$ cat config.mk
export PLATFORM = sky130hd
export DESIGN_NAME = if_id_queue
export DESIGN_NICKNAME = d
export VERILOG_FILES = /design/src/rtl/cpu_pkg.sv /design/src/rtl/fetch_addr_check.sv /design/src/rtl/if_id_queue.sv
export SDC_FILE = /design/constraint.sdc
export NUM_CORES = 1
export LEC_CHECK = 0
export ABC_AREA = 1
export CAP_MARGIN = 25
export CORE_ASPECT_RATIO = 0.8
export CORE_MARGIN = 5
export CORE_UTILIZATION = 59
export CTS_CLUSTER_SIZE = 12
export DETAILED_ROUTE_END_ITERATION = 10
export PLACE_DENSITY = 0.87
export RECOVER_POWER = 25
export SLEW_MARGIN = 20
export SYNTH_ARGS = -nofsm -noshare
export SYNTH_HDL_FRONTEND = slang
export SYNTH_SLANG_ARGS = --single-unit
$ cat constraint.sdc
create_clock -name clk -period 8.6 [get_ports clk]
set_input_delay 1.72 -clock clk [delete_from_list [all_inputs] [get_ports clk]]
set_output_delay 1.72 -clock clk [all_outputs]
set_load 0.02 [all_outputs]
$ cat src/rtl/cpu_pkg.sv
// Types and constants shared by the MIPS fetch path and its consumers.
package cpu_pkg;

    localparam logic [31:0] PC_RESET  = 32'h0000_3000;
    localparam logic [31:0] INSTR_NOP = 32'h0000_0000;

    typedef struct packed {
        logic [31:0] pc;
        logic [31:0] instr;
        logic        adel;
    } if_entry_t;

    function automatic logic [31:0] link_addr(input logic [31:0] pc);
        return pc + 32'd8;
    endfunction

endpackage

$ cat src/rtl/fetch_addr_check.sv
// Combinational address-error check: misaligned word, or outside instruction memory.
module fetch_addr_check
    import cpu_pkg::*;
#(
    parameter logic [31:0] PC_BASE  = PC_RESET,
    parameter int unsigned IM_WORDS = 4096
) (
    input  logic [31:0] addr_i,
    output logic        adel_o
);

    // 33-bit limit so a memory ending at 4 GiB does not wrap to zero.
    localparam logic [32:0] LIMIT = {1'b0, PC_BASE} + (33'(IM_WORDS) << 2);

    assign adel_o = (addr_i[1:0] != 2'b00)
                 || (addr_i < PC_BASE)
                 || ({1'b0, addr_i} >= LIMIT);

endmodule

$ cat src/rtl/if_id_queue.sv
// Fetch-to-decode queue of {PC, instruction, AdEL} entries with valid/ready on both sides.
module if_id_queue
    import cpu_pkg::*;
#(
    parameter int unsigned DEPTH    = 4,
    parameter logic [31:0] PC_BASE  = PC_RESET,
    parameter int unsigned IM_WORDS = 4096
) (
    input  logic                     clk,
    input  logic                     reset,
    input  logic                     flush,
    input  logic                     in_valid,
    output logic                     in_ready,
    input  logic [31:0]              in_pc,
    input  logic [31:0]              in_instr,
    output logic                     out_valid,
    input  logic                     out_ready,
    output logic [31:0]              out_pc,
    output logic [31:0]              out_instr,
    output logic [31:0]              out_pc8,
    output logic                     out_adel,
    output logic [$clog2(DEPTH):0]   count
);

    localparam int unsigned PW = $clog2(DEPTH);
    localparam int unsigned CW = PW + 1;
    localparam logic [CW-1:0] FULL_CNT = CW'(DEPTH);

    if_entry_t       mem_q [DEPTH];
    logic [PW-1:0]   head_q, head_d;
    logic [PW-1:0]   tail_q, tail_d;
    logic [CW-1:0]   count_q, count_d;
    logic            push, pop, in_adel;
    if_entry_t       wr_entry, head_entry;

    fetch_addr_check #(
        .PC_BASE  (PC_BASE),
        .IM_WORDS (IM_WORDS)
    ) u_addr_check (
        .addr_i (in_pc),
        .adel_o (in_adel)
    );

    // in_ready depends only on stored occupancy, so a full queue refuses a push even while popping.
    assign in_ready  = (count_q != FULL_CNT);
    assign out_valid = (count_q != '0);
    assign push      = in_valid && in_ready && !flush;
    assign pop       = out_valid && out_ready && !flush;

    always_comb begin
        wr_entry.pc    = in_pc;
        wr_entry.instr = in_adel ? INSTR_NOP : in_instr;
        wr_entry.adel  = in_adel;
    end

    always_comb begin
        head_d  = head_q;
        tail_d  = tail_q;
        count_d = count_q;
        if (flush) begin
            head_d  = '0;
            tail_d  = '0;
            count_d = '0;
        end else begin
            if (push) tail_d = tail_q + PW'(1);
            if (pop)  head_d = head_q + PW'(1);
            case ({push, pop})
                2'b10:   count_d = count_q + CW'(1);
                2'b01:   count_d = count_q - CW'(1);
                default: count_d = count_q;
            endcase
        end
    end

    always_ff @(posedge clk) begin
        if (reset) begin
            head_q  <= '0;
            tail_q  <= '0;
            count_q <= '0;
        end else begin
            head_q  <= head_d;
            tail_q  <= tail_d;
            count_q <= count_d;
        end
    end

    always_ff @(posedge clk) begin
        if (!reset && push) mem_q[tail_q] <= wr_entry;
    end

    assign head_entry = mem_q[head_q];
    assign out_pc     = out_valid ? head_entry.pc : 32'd0;
    assign out_instr  = out_valid ? head_entry.instr : INSTR_NOP;
    assign out_pc8    = out_valid ? link_addr(head_entry.pc) : 32'd0;
    assign out_adel   = out_valid && head_entry.adel;
    assign count      = count_q;

endmodule
After elaboration in Yosys (flattened, before gate mapping):

Memory sizes are Yosys's and may differ from the RTL's. A register that Yosys moved wholly into a read port is not among the register bits.
Index checks and enable logic that the tools add are counted.

* $add $sub $neg: 5
* $lt $le $gt $ge: 2
* equal/unequal tests: 3
* muxes and demuxes: 9
* reduce and logical (&&, ||, !) cells: 14

Operators by type and width (count)
* 32-bit 2-to-1 mux: 4
* 32-bit by 4-bit adder with 32-bit output, second input constant: 1
* 32-bit by 15-bit greater-or-equal comparator with 1-bit output, second input constant: 1
* 32-bit by 14-bit less-than comparator with 1-bit output, second input constant: 1
* 1-bit logical AND: 6
* 3-bit one-hot mux with 2 select lines: 1
* 2-bit by 1-bit adder with 2-bit output, second input constant: 2
* 2-bit 2-to-1 mux: 2
* 2-bit nonzero test: 2
* 3-bit by 1-bit adder with 3-bit output, second input constant: 1
* 3-bit != test, second input constant: 1
* 3-bit nonzero test: 1
* 3-bit by 1-bit subtractor with 3-bit output, second input constant: 1
* 2-bit by 1-bit == test with 1-bit output, second input constant: 1
* 2-bit == test, second input constant: 1
* 1-bit zero test: 2
* 1-bit logical OR: 2
* 1-bit 2-to-1 mux: 2
* 2-bit OR reduction: 1

* register bits after elaboration: 7
* bits in writable memories: 260
* output and inout port bits: 102
* word-level logic and storage cells: 37
* memories: 1

Memories
* mem_q: depth 4, width 65, read ports 1, clocked after memory_dff 1, write ports 1, RTL line if_id_queue.sv:29 `if_entry_t mem_q [DEPTH];`

Depth between registers and ports, before layout:

Gate-level depths: netlist (run 1).

* depth in word-level cells: 6
* depth in mapped cells: 16
* depth with buffers taken out: 14

Cells and area by module:

A second synthesis (run 1) with hierarchy kept.

* cells, all modules: 1269
* area total of the unflattened synthesis: 12406.9 um^2

Modules (own cells, without submodules)
* if_id_queue: times used 1, cells each 1246, area each 12315.6 um^2
* fetch_addr_check: times used 1, cells each 23, area each 91.3 um^2

Worst setup path before layout (run 1):

No wires, ideal clock.

* path kind: input to register
* start point: input flush
* end point: memory mem_q[0][0] (netlist name) (enable)
* setup time: 0.489 ns
* data arrival time: 4.881 ns
* data required time: 8.111 ns
* path slack: 3.231 ns
* stages: 3
* buffers on the path: 0
* cell sequence: nor2_1 nand3_1 nor2_1

* cells in the longest elaborated chain, start to end: 5

Ends and longest elaborated chain
* start: declaration: RTL line if_id_queue.sv:11 `input logic flush,`
* 1-bit zero test: RTL line if_id_queue.sv:47 `assign push = in_valid && in_ready && !flush;`
* 1-bit logical AND: RTL line if_id_queue.sv:47
* 1-bit logical AND: RTL line if_id_queue.sv:88 `if (!reset && push) mem_q[tail_q] <= wr_entry;`
* 1-bit 2-to-1 mux: RTL line if_id_queue.sv:88
* 1-bit 2-to-1 mux (not written as such): RTL line if_id_queue.sv:88
* end: declaration: RTL line if_id_queue.sv:29

No other way between the ends.

==> out/results.ini, run 1 <==
[setup_path]
path_class=reg -> out
arrival_ps=4240
worstSetupStartpointType=register
required_ps=6880
r2r_cells=12
crit_fanout=68
endpoint_kind=output pin

[floorplanning]
pin_count=171
design.die.area_sq_mm=0.0241
fp-row-count=47
core_region_area_sq_mm=0.0207
start_util=0.600
die_w_um=172
die_h_um=140

[synth]
synth.ff_latch_count=269
synth.top_cell.area_share=0.629
seq_area_frac_synth=0.643
yosysWarnings=0
netlist_instances=1265
netlist_area_sq_mm=0.0124
synth_top_area_cell=edfxtp_1
syn-num-nets=1341
synth_cell_types=37
synth_area_per_cell_sq_um=9.82
synth_area_leaders=edfxtp_1, nand2_1, nor2_1

[final_layout]
final_common_cell=nand2_1
nets=1484
mostFrequentLayoutCells=nand2_1, nor2_1, edfxtp_1
utilization=0.720
area_growth_pct=19.9
drive_above_1_share=0.0522

[sta]
fin_crit_sh=0.693
rsz0062_at_grt=false
layout_min_cycle_time_ps=5960
setup_ws_ps=2640
fin_skew_ps=11.6
timing.slew.headroom=-0.524
drv_slew=37
hold_viol_final=0
hold_slack_ps=474
fmax_ghz=0.168
tightest_slew_ps=2290
setup_violations=0
fin_tns_setup_ps=0

[route]
drtIter0Drc=1236
drtAntennaViolNets=0
post-route-drc-count=0
wirelength_um=30900
viasPerCell=5.70
wl_per_cell_um=18.3
firstDrtPassIters=5
via_count=9623

[global_route]
grt_use_met2=0.408
first_global_vias=9079
antenna_found_initial=3
use_met1=0.347
grt-ovfl-total=0
gr-usage-all-layers=0.251
grt_max_degree=136
grt_pass1_wl_um=47500
busiest_layer=met2
grt_util_met3=0.0491

[worst_hold_path]
holdCritPathClass=reg -> reg
holdPathStages=1

[clocking]
h-tree-depth=1
path_clk_slew_ps=60
cts_root_buf=clkbuf_16
cts_setup_buffers=0
cts_buffers=26
cts_sinks=269
clock_latency_ps=530
cts_buffer_depth=3
cts-resized-gates=0
cts_tree=yes
cts_hold_buf=0

[placed_design]
dp_slack_ps=3270
place_hpwl_um=18800
gp_congestion=0.934
port_buffers=170

[run_status]
status=finished, violations left
failed_checks=max-capacitance violations, max-slew violations

[power_and_ir_drop]
p_leak_nw=5.41
powerDensity_mw_per_mm2=180
peakVddDrop_mv=0.117

[run]
max-cap-violations=1

[final cells by class]
class                           instances  area (sq um)
Antenna cell                            2          5.00
Clock buffer                           36           698
Clock inverter                          2          20.0
Fill cell                            1420          5800
Inverter                               77           302
Multi-Input combinational cell        856          3780
Sequential cell                       269          7990
Tap cell                              269           337
Timing Repair Buffer                  178          1760
[kinds of logic (layout without fill, tap and decap cells)]
| family | after synthesis | in the layout | synth area share |
|---|---|---|---|
| compound gates | 156 | 156 | 0.0647 |
| flops | 269 | 269 | 0.643 |
| other cells | 0 | 2 | 0 |
| simple gates | 693 | 693 | 0.229 |
| fa+ha+maj | 7 | 7 | 0.00766 |
| buf+inv | 140 | 293 | 0.0555 |
[through the flow]
stage	power [mW]	cell area (sq um)	instances
after floorplan	1.59	12400	1265
after global placement	1.70	14200	1649
after detailed placement	1.71	14200	1649
after CTS	2.69	14900	1687
after global routing	2.76	14900	1688
final	2.67	14900	1689
[power breakdown]
group | internal (mW) | switching, mW | leakage, nW | total, mW
registers | 1.44 | 0.00603 | 2.34 | 1.45
clock network | 0.558 | 0.437 | 0.347 | 0.995
logic | 0.0937 | 0.136 | 2.73 | 0.230
total | 2.10 | 0.579 | 5.41 | 2.67
[final timing paths]
check / from / end / slack, ps
hold reg to reg: head_q[0] / register / 470
hold / removal: head_q[0] / register / 470
setup / recovery: register / out_pc8[13] / 2640
setup reg to reg: count[1] / count[2] / 5090
[worst max-delay path: stages, from the launching register on]
cell and delay [ps]:
dfxtp_4 860, buf_4 720, nand2_1 110, nand3_1 160
nand3_1 180, nor2_2 180, nand3_2 180, nor2_2 300
a2bb2oi_1 300, clkdlybuf4s50_1 660
[Yosys cell counts (all sizes together)]
cell,n
ha,6
clkbuf,25
a2bb2oi,1
nand4,6
edfxtp,260
or2,1
inv,76
clkinv,1
nand3b,2
nor4,4
o21bai,1
o21ai,89
a32o,1
buf,38
nand3,73
dfxtp,9
and2,1
nor2,286
a32oi,1
nand2,316
nor3,4
fa,1
o211ai,1
a21oi,62
[per-layer routing]
layer,routed length (um),part of all wire
met5,13,0.00042
met4,694,0.022
met3,3290,0.11
met2,14900,0.48
met1,12000,0.39
[state kept, by name (all words and copies together), names as in the netlist, named ones only]
register	flops
mem_q	260
count	3
tail_q	2
head_q	2
(Power assumes the default switching activity.)
==> run 2, diff against run 1 <==
--- a/config.mk
+++ b/config.mk
@@ -9,10 +9,10 @@
 export CAP_MARGIN = 25
 export CORE_ASPECT_RATIO = 0.8
 export CORE_MARGIN = 5
-export CORE_UTILIZATION = 59
+export CORE_UTILIZATION = 55
 export CTS_CLUSTER_SIZE = 12
 export DETAILED_ROUTE_END_ITERATION = 10
-export PLACE_DENSITY = 0.87
+export PLACE_DENSITY = 0.82
 export RECOVER_POWER = 25
 export SLEW_MARGIN = 20
 export SYNTH_ARGS = -nofsm -noshare
==> constraint.sdc (replaced) <==
create_clock -name clk -period 5.7 [get_ports clk]
set_input_delay 1.14 -clock clk [delete_from_list [all_inputs] [get_ports clk]]
set_output_delay 1.14 -clock clk [all_outputs]
set_load 0.02 [all_outputs]
==> out/results.ini, run 2 (synthesized netlist as in run 1, its figures left out) <==
[floorplanning]
die_h_um=144
core_region_area_sq_mm=0.0224
start_util=0.555
fp-row-count=49
die_w_um=178
pin_count=171
design.die.area_sq_mm=0.0257

[setup_path]
path_class=reg -> out
r2r_cells=5
arrival_ps=3910
required_ps=4560
endpoint_kind=output pin
r2r_start=count[1]
rr_endpoint=mem_q[0][35]
crit_fanout=135
reg2reg_slack_ps=2640
worstSetupStartpointType=register
cp-endpoint=out_pc8[13]

[route]
drtIter0Drc=895
firstDrtPassIters=5
post-route-drc-count=0
wl_per_cell_um=18.0
viasPerCell=5.55
drtAntennaViolNets=0
wirelength_um=31100
via_count=9602

[worst_hold_path]
holdCritPathClass=reg -> reg

[placed_design]
gp_congestion=0.987
dp_cells=1688
placed_area_sq_mm=0.0142
port_buffers=170
place_hpwl_um=19300

[clocking]
clock_latency_ps=540
path_clk_slew_ps=60
cts_tree=yes
cts_root_buf=clkbuf_16
cts_buffers=27
cts_hold_buf=0
cts-resized-gates=0
h-tree-depth=1
cts_sinks=269
cts_buffer_depth=3
cts_setup_buffers=0

[sta]
fin_skew_ps=11.5
rsz0062_at_grt=false
setup_violations=0
hold_viol_final=0
drv_slew=103
fmax_ghz=0.198
layout_min_cycle_time_ps=5050
fin_tns_setup_ps=0
tightest_slew_ps=2330
fin_crit_sh=0.885
hold_slack_ps=482
timing.slew.headroom=-0.553

[global_route]
grt_pass1_wl_um=48100
first_global_vias=9152
grt-ovfl-total=0
gr-usage-all-layers=0.239
grt_max_degree=136
antenna_found_initial=4

[power_and_ir_drop]
p_leak_nw=5.44
peakVddDrop_mv=0.254
powerDensity_mw_per_mm2=275

[final_layout]
drive_above_1_share=0.0541
area_growth_pct=20.7
mostFrequentLayoutCells=nand2_1, nor2_1, edfxtp_1
utilization=0.670
nets=1487
top_register=mem_q
fin_area_sq_mm=0.0150
final_common_cell=nand2_1
layout.cells.non_filler=1729
largest_reg_flops=260

[run]
max-cap-violations=2

[run_status]
status=finished, violations left
failed_checks=max-capacitance violations, max-slew violations

run 2: metal layers:
layer,wire length (um),vias to the layer above,part of all wire,GRT usage
met5,41,-,0.0013,0
met4,629,6,0.020,0.0598
met3,2940,58,0.094,0.0395
met1,12600,4534,0.41,0.332
li1,-,4530,-,-
met2,14800,474,0.48,0.397
run 2: worst max-delay path, cell delays in order (launching register included):
cell             delay (ps)
dfxtp_4                 430
inv_12                  340
nor2_1                  100
nor2_1                  100
o21ai_0                 130
nand2_1                 170
ha_1                    190
nand3_1                 150
nor2_2                  180
nand3_2                 180
nor2_2                  300
a2bb2oi_1               290
clkdlybuf4s50_1         660
run 2: where the power goes:
part / leakage (nW) / switching, mW / internal (mW)
Sequential: 2.34 / 0.00726 / 2.18
Combinational: 2.73 / 0.205 / 0.141
Clock: 0.373 / 0.683 / 0.907
Total: 5.44 / 0.896 / 3.23
run 2: how the worst min path moves through the flow:
stage,to,depth (start not counted),start
6_report,head_q[0],1,head_q[0]
3_3_place_gp,head_q[0],1,head_q[0]
5_1_grt,head_q[0],1,head_q[0]
2_1_floorplan,register,2,head_q[1]
3_5_place_dp,head_q[0],1,head_q[0]
4_1_cts,head_q[0],1,head_q[0]
run 2: final cells by class:
class,instances,area [sq um]
Sequential cell,269,7990
Fill cell,1672,7390
Multi-Input combinational cell,856,3770
Timing Repair Buffer,180,1770
Clock buffer,35,706
Tap cell,306,383
Inverter,77,302
Clock inverter,5,62.6
Antenna cell,1,2.50
run 2: per-stage QoR:
step / worst slack [ps] / power [mW]
3_3_place_gp: 1470 / 2.57
6_report: 653 / 4.12
3_5_place_dp: 1390 / 2.58
4_1_cts: 771 / 4.15
5_1_grt: 515 / 4.26
2_1_floorplan: 911 / 2.40
==> run 3, diff against run 2 <==
--- a/config.mk
+++ b/config.mk
@@ -13,8 +13,8 @@
 export CTS_CLUSTER_SIZE = 12
 export DETAILED_ROUTE_END_ITERATION = 10
 export PLACE_DENSITY = 0.82
-export RECOVER_POWER = 25
 export SLEW_MARGIN = 20
 export SYNTH_ARGS = -nofsm -noshare
 export SYNTH_HDL_FRONTEND = slang
 export SYNTH_SLANG_ARGS = --single-unit
+export TNS_END_PERCENT = 1
==> out/results.ini, run 3 (synthesized netlist as in run 1, its figures left out) <==
[setup_path]
r2r_cells=11
crit_fanout=135
crit_buf_inv=2
reg2reg_slack_ps=3100
arrival_ps=3900
critPathSlowestCell=clkdlybuf4s50_1
rr_endpoint=count[2]
endpoint_kind=output pin
cp_top_family=simple AND/OR/NAND/NOR gates
path_cells=inv_12 -> nor2_1 -> nor2_1 -> o21ai_0 -> nand2_1 -> ha_1 -> nand3_1 -> nor2_2 -> nand3_2 -> nor2_2 -> a2bb2oi_1 -> clkdlybuf4s50_1
r2r_start=count[1]
path_class=reg -> out
required_ps=4560
critPathMaxStageDelay_ps=660
worstSetupStartpointType=register

[global_route]
gr-usage-all-layers=0.239
grt_pass1_wl_um=48100
grt-ovfl-total=0
antenna_found_initial=1
first_global_vias=9152
grt_max_degree=136

[sta]
hold_viol_final=0
fin_crit_sh=0.884
rsz0062_at_grt=false
fin_tns_setup_ps=0
fmax_ghz=0.199
layout_min_cycle_time_ps=5040
timing.slew.headroom=0.320
setup_violations=0
tightest_slew_ps=1020
fin_skew_ps=10.9
drv_slew=0

[placed_design]
place_hpwl_um=19300
gp_congestion=0.987
dp_cells=1688
placed_area_sq_mm=0.0142
port_buffers=170

[worst_hold_path]
holdPathStages=1
min_to=head_q[0]
holdCritPathClass=reg -> reg
min_from=head_q[0]

[floorplanning]
start_util=0.555
pin_count=171
die_h_um=144
fp-row-count=49
core_region_area_sq_mm=0.0224
die_w_um=178
design.die.area_sq_mm=0.0257

[route]
wirelength_um=31100
post-route-drc-count=0
drtAntennaViolNets=0
firstDrtPassIters=6
via_count=9626
wl_per_cell_um=18.0
drtIter0Drc=985
viasPerCell=5.57

[clocking]
path_clk_slew_ps=60
h-tree-depth=1
cts_setup_buffers=0
cts_buffers=27
clock_latency_ps=540
cts_buffer_depth=3
cts_root_buf=clkbuf_16
cts_hold_buf=0
cts-resized-gates=0
cts_tree=yes
cts_sinks=269

[final_layout]
largest_reg_flops=260
final_common_cell=nand2_1
layout.cells.non_filler=1728
area_growth_pct=20.9
n_antenna_cell=0
drive_above_1_share=0.0556
top_register=mem_q
fin_area_sq_mm=0.0150
mostFrequentLayoutCells=nand2_1, nor2_1, edfxtp_1
utilization=0.671
nets=1487

[power_and_ir_drop]
p_int_mw=3.23
swShare=0.217
p_leak_nw=5.43
combPwrFrac=0.085
power_frac_seq=0.529
peakVddDrop_mv=0.254
p_clk_frac=0.385
power.total_mw=4.13
powerDensity_mw_per_mm2=275
power_switching_uw=898

[run_status]
status=complete, no violations

[run]
max-cap-violations=0

## run 3: how the worst max path moves through the flow
| stage | end | cells after the start | start |
|---|---|---|---|
| final | out_pc8[13] | 12 | register |
| after global routing | out_pc8[13] | 12 | register |
| after CTS | out_pc8[13] | 12 | register |
| after detailed placement | out_pc8[13] | 12 | register |
| after global placement | out_pc8[13] | 12 | register |
| after floorplan | mem_q[0][0] | 3 | flush |
## run 3: worst register-to-register path: stages (launching register included)
cell      delay [ps]
dfxtp_1          370
nor3_4           220
clkinv_1         610
nand3b_1         310
inv_1            130
ha_1             200
inv_1            110
fa_1             200
a21oi_1           60
o21ai_0           90
o21ai_0          100
a21oi_1          130
## run 3: area by class of cell
class / count / area [sq um]
Clock buffer: 35 / 706
Clock inverter: 5 / 62.6
Fill cell: 1668 / 7360
Inverter: 77 / 302
Multi-Input combinational cell: 856 / 3780
Sequential cell: 269 / 7990
Tap cell: 306 / 383
Timing Repair Buffer: 180 / 1790
## run 3: routing by layer
layer  vias up  track usage  wire length (um)
li1       4530            -                 -
met1      4540        0.332             12500
met2       503        0.397             14900
met3        51       0.0395              3120
met4         2       0.0598               604
met5         -            0                13
## run 3: through the flow
stage | hold slack, ps | setup WS [ps]
3_5_place_dp | 465 | 1390
6_report | 482 | 663
3_3_place_gp | 451 | 1470
2_1_floorplan | 436 | 911
4_1_cts | 479 | 771
5_1_grt | 509 | 515
## run 3: power groups by stage
| stage | Sequential [mW] | Combinational (mW) | Clock, mW |
|---|---|---|---|
| floorplan | 2.23 | 0.169 | 0 |
| global placement | 2.23 | 0.346 | 0 |
| detailed placement | 2.23 | 0.351 | 0 |
| CTS | 2.19 | 0.353 | 1.62 |
| global route | 2.19 | 0.380 | 1.70 |
| finish | 2.19 | 0.352 | 1.59 |
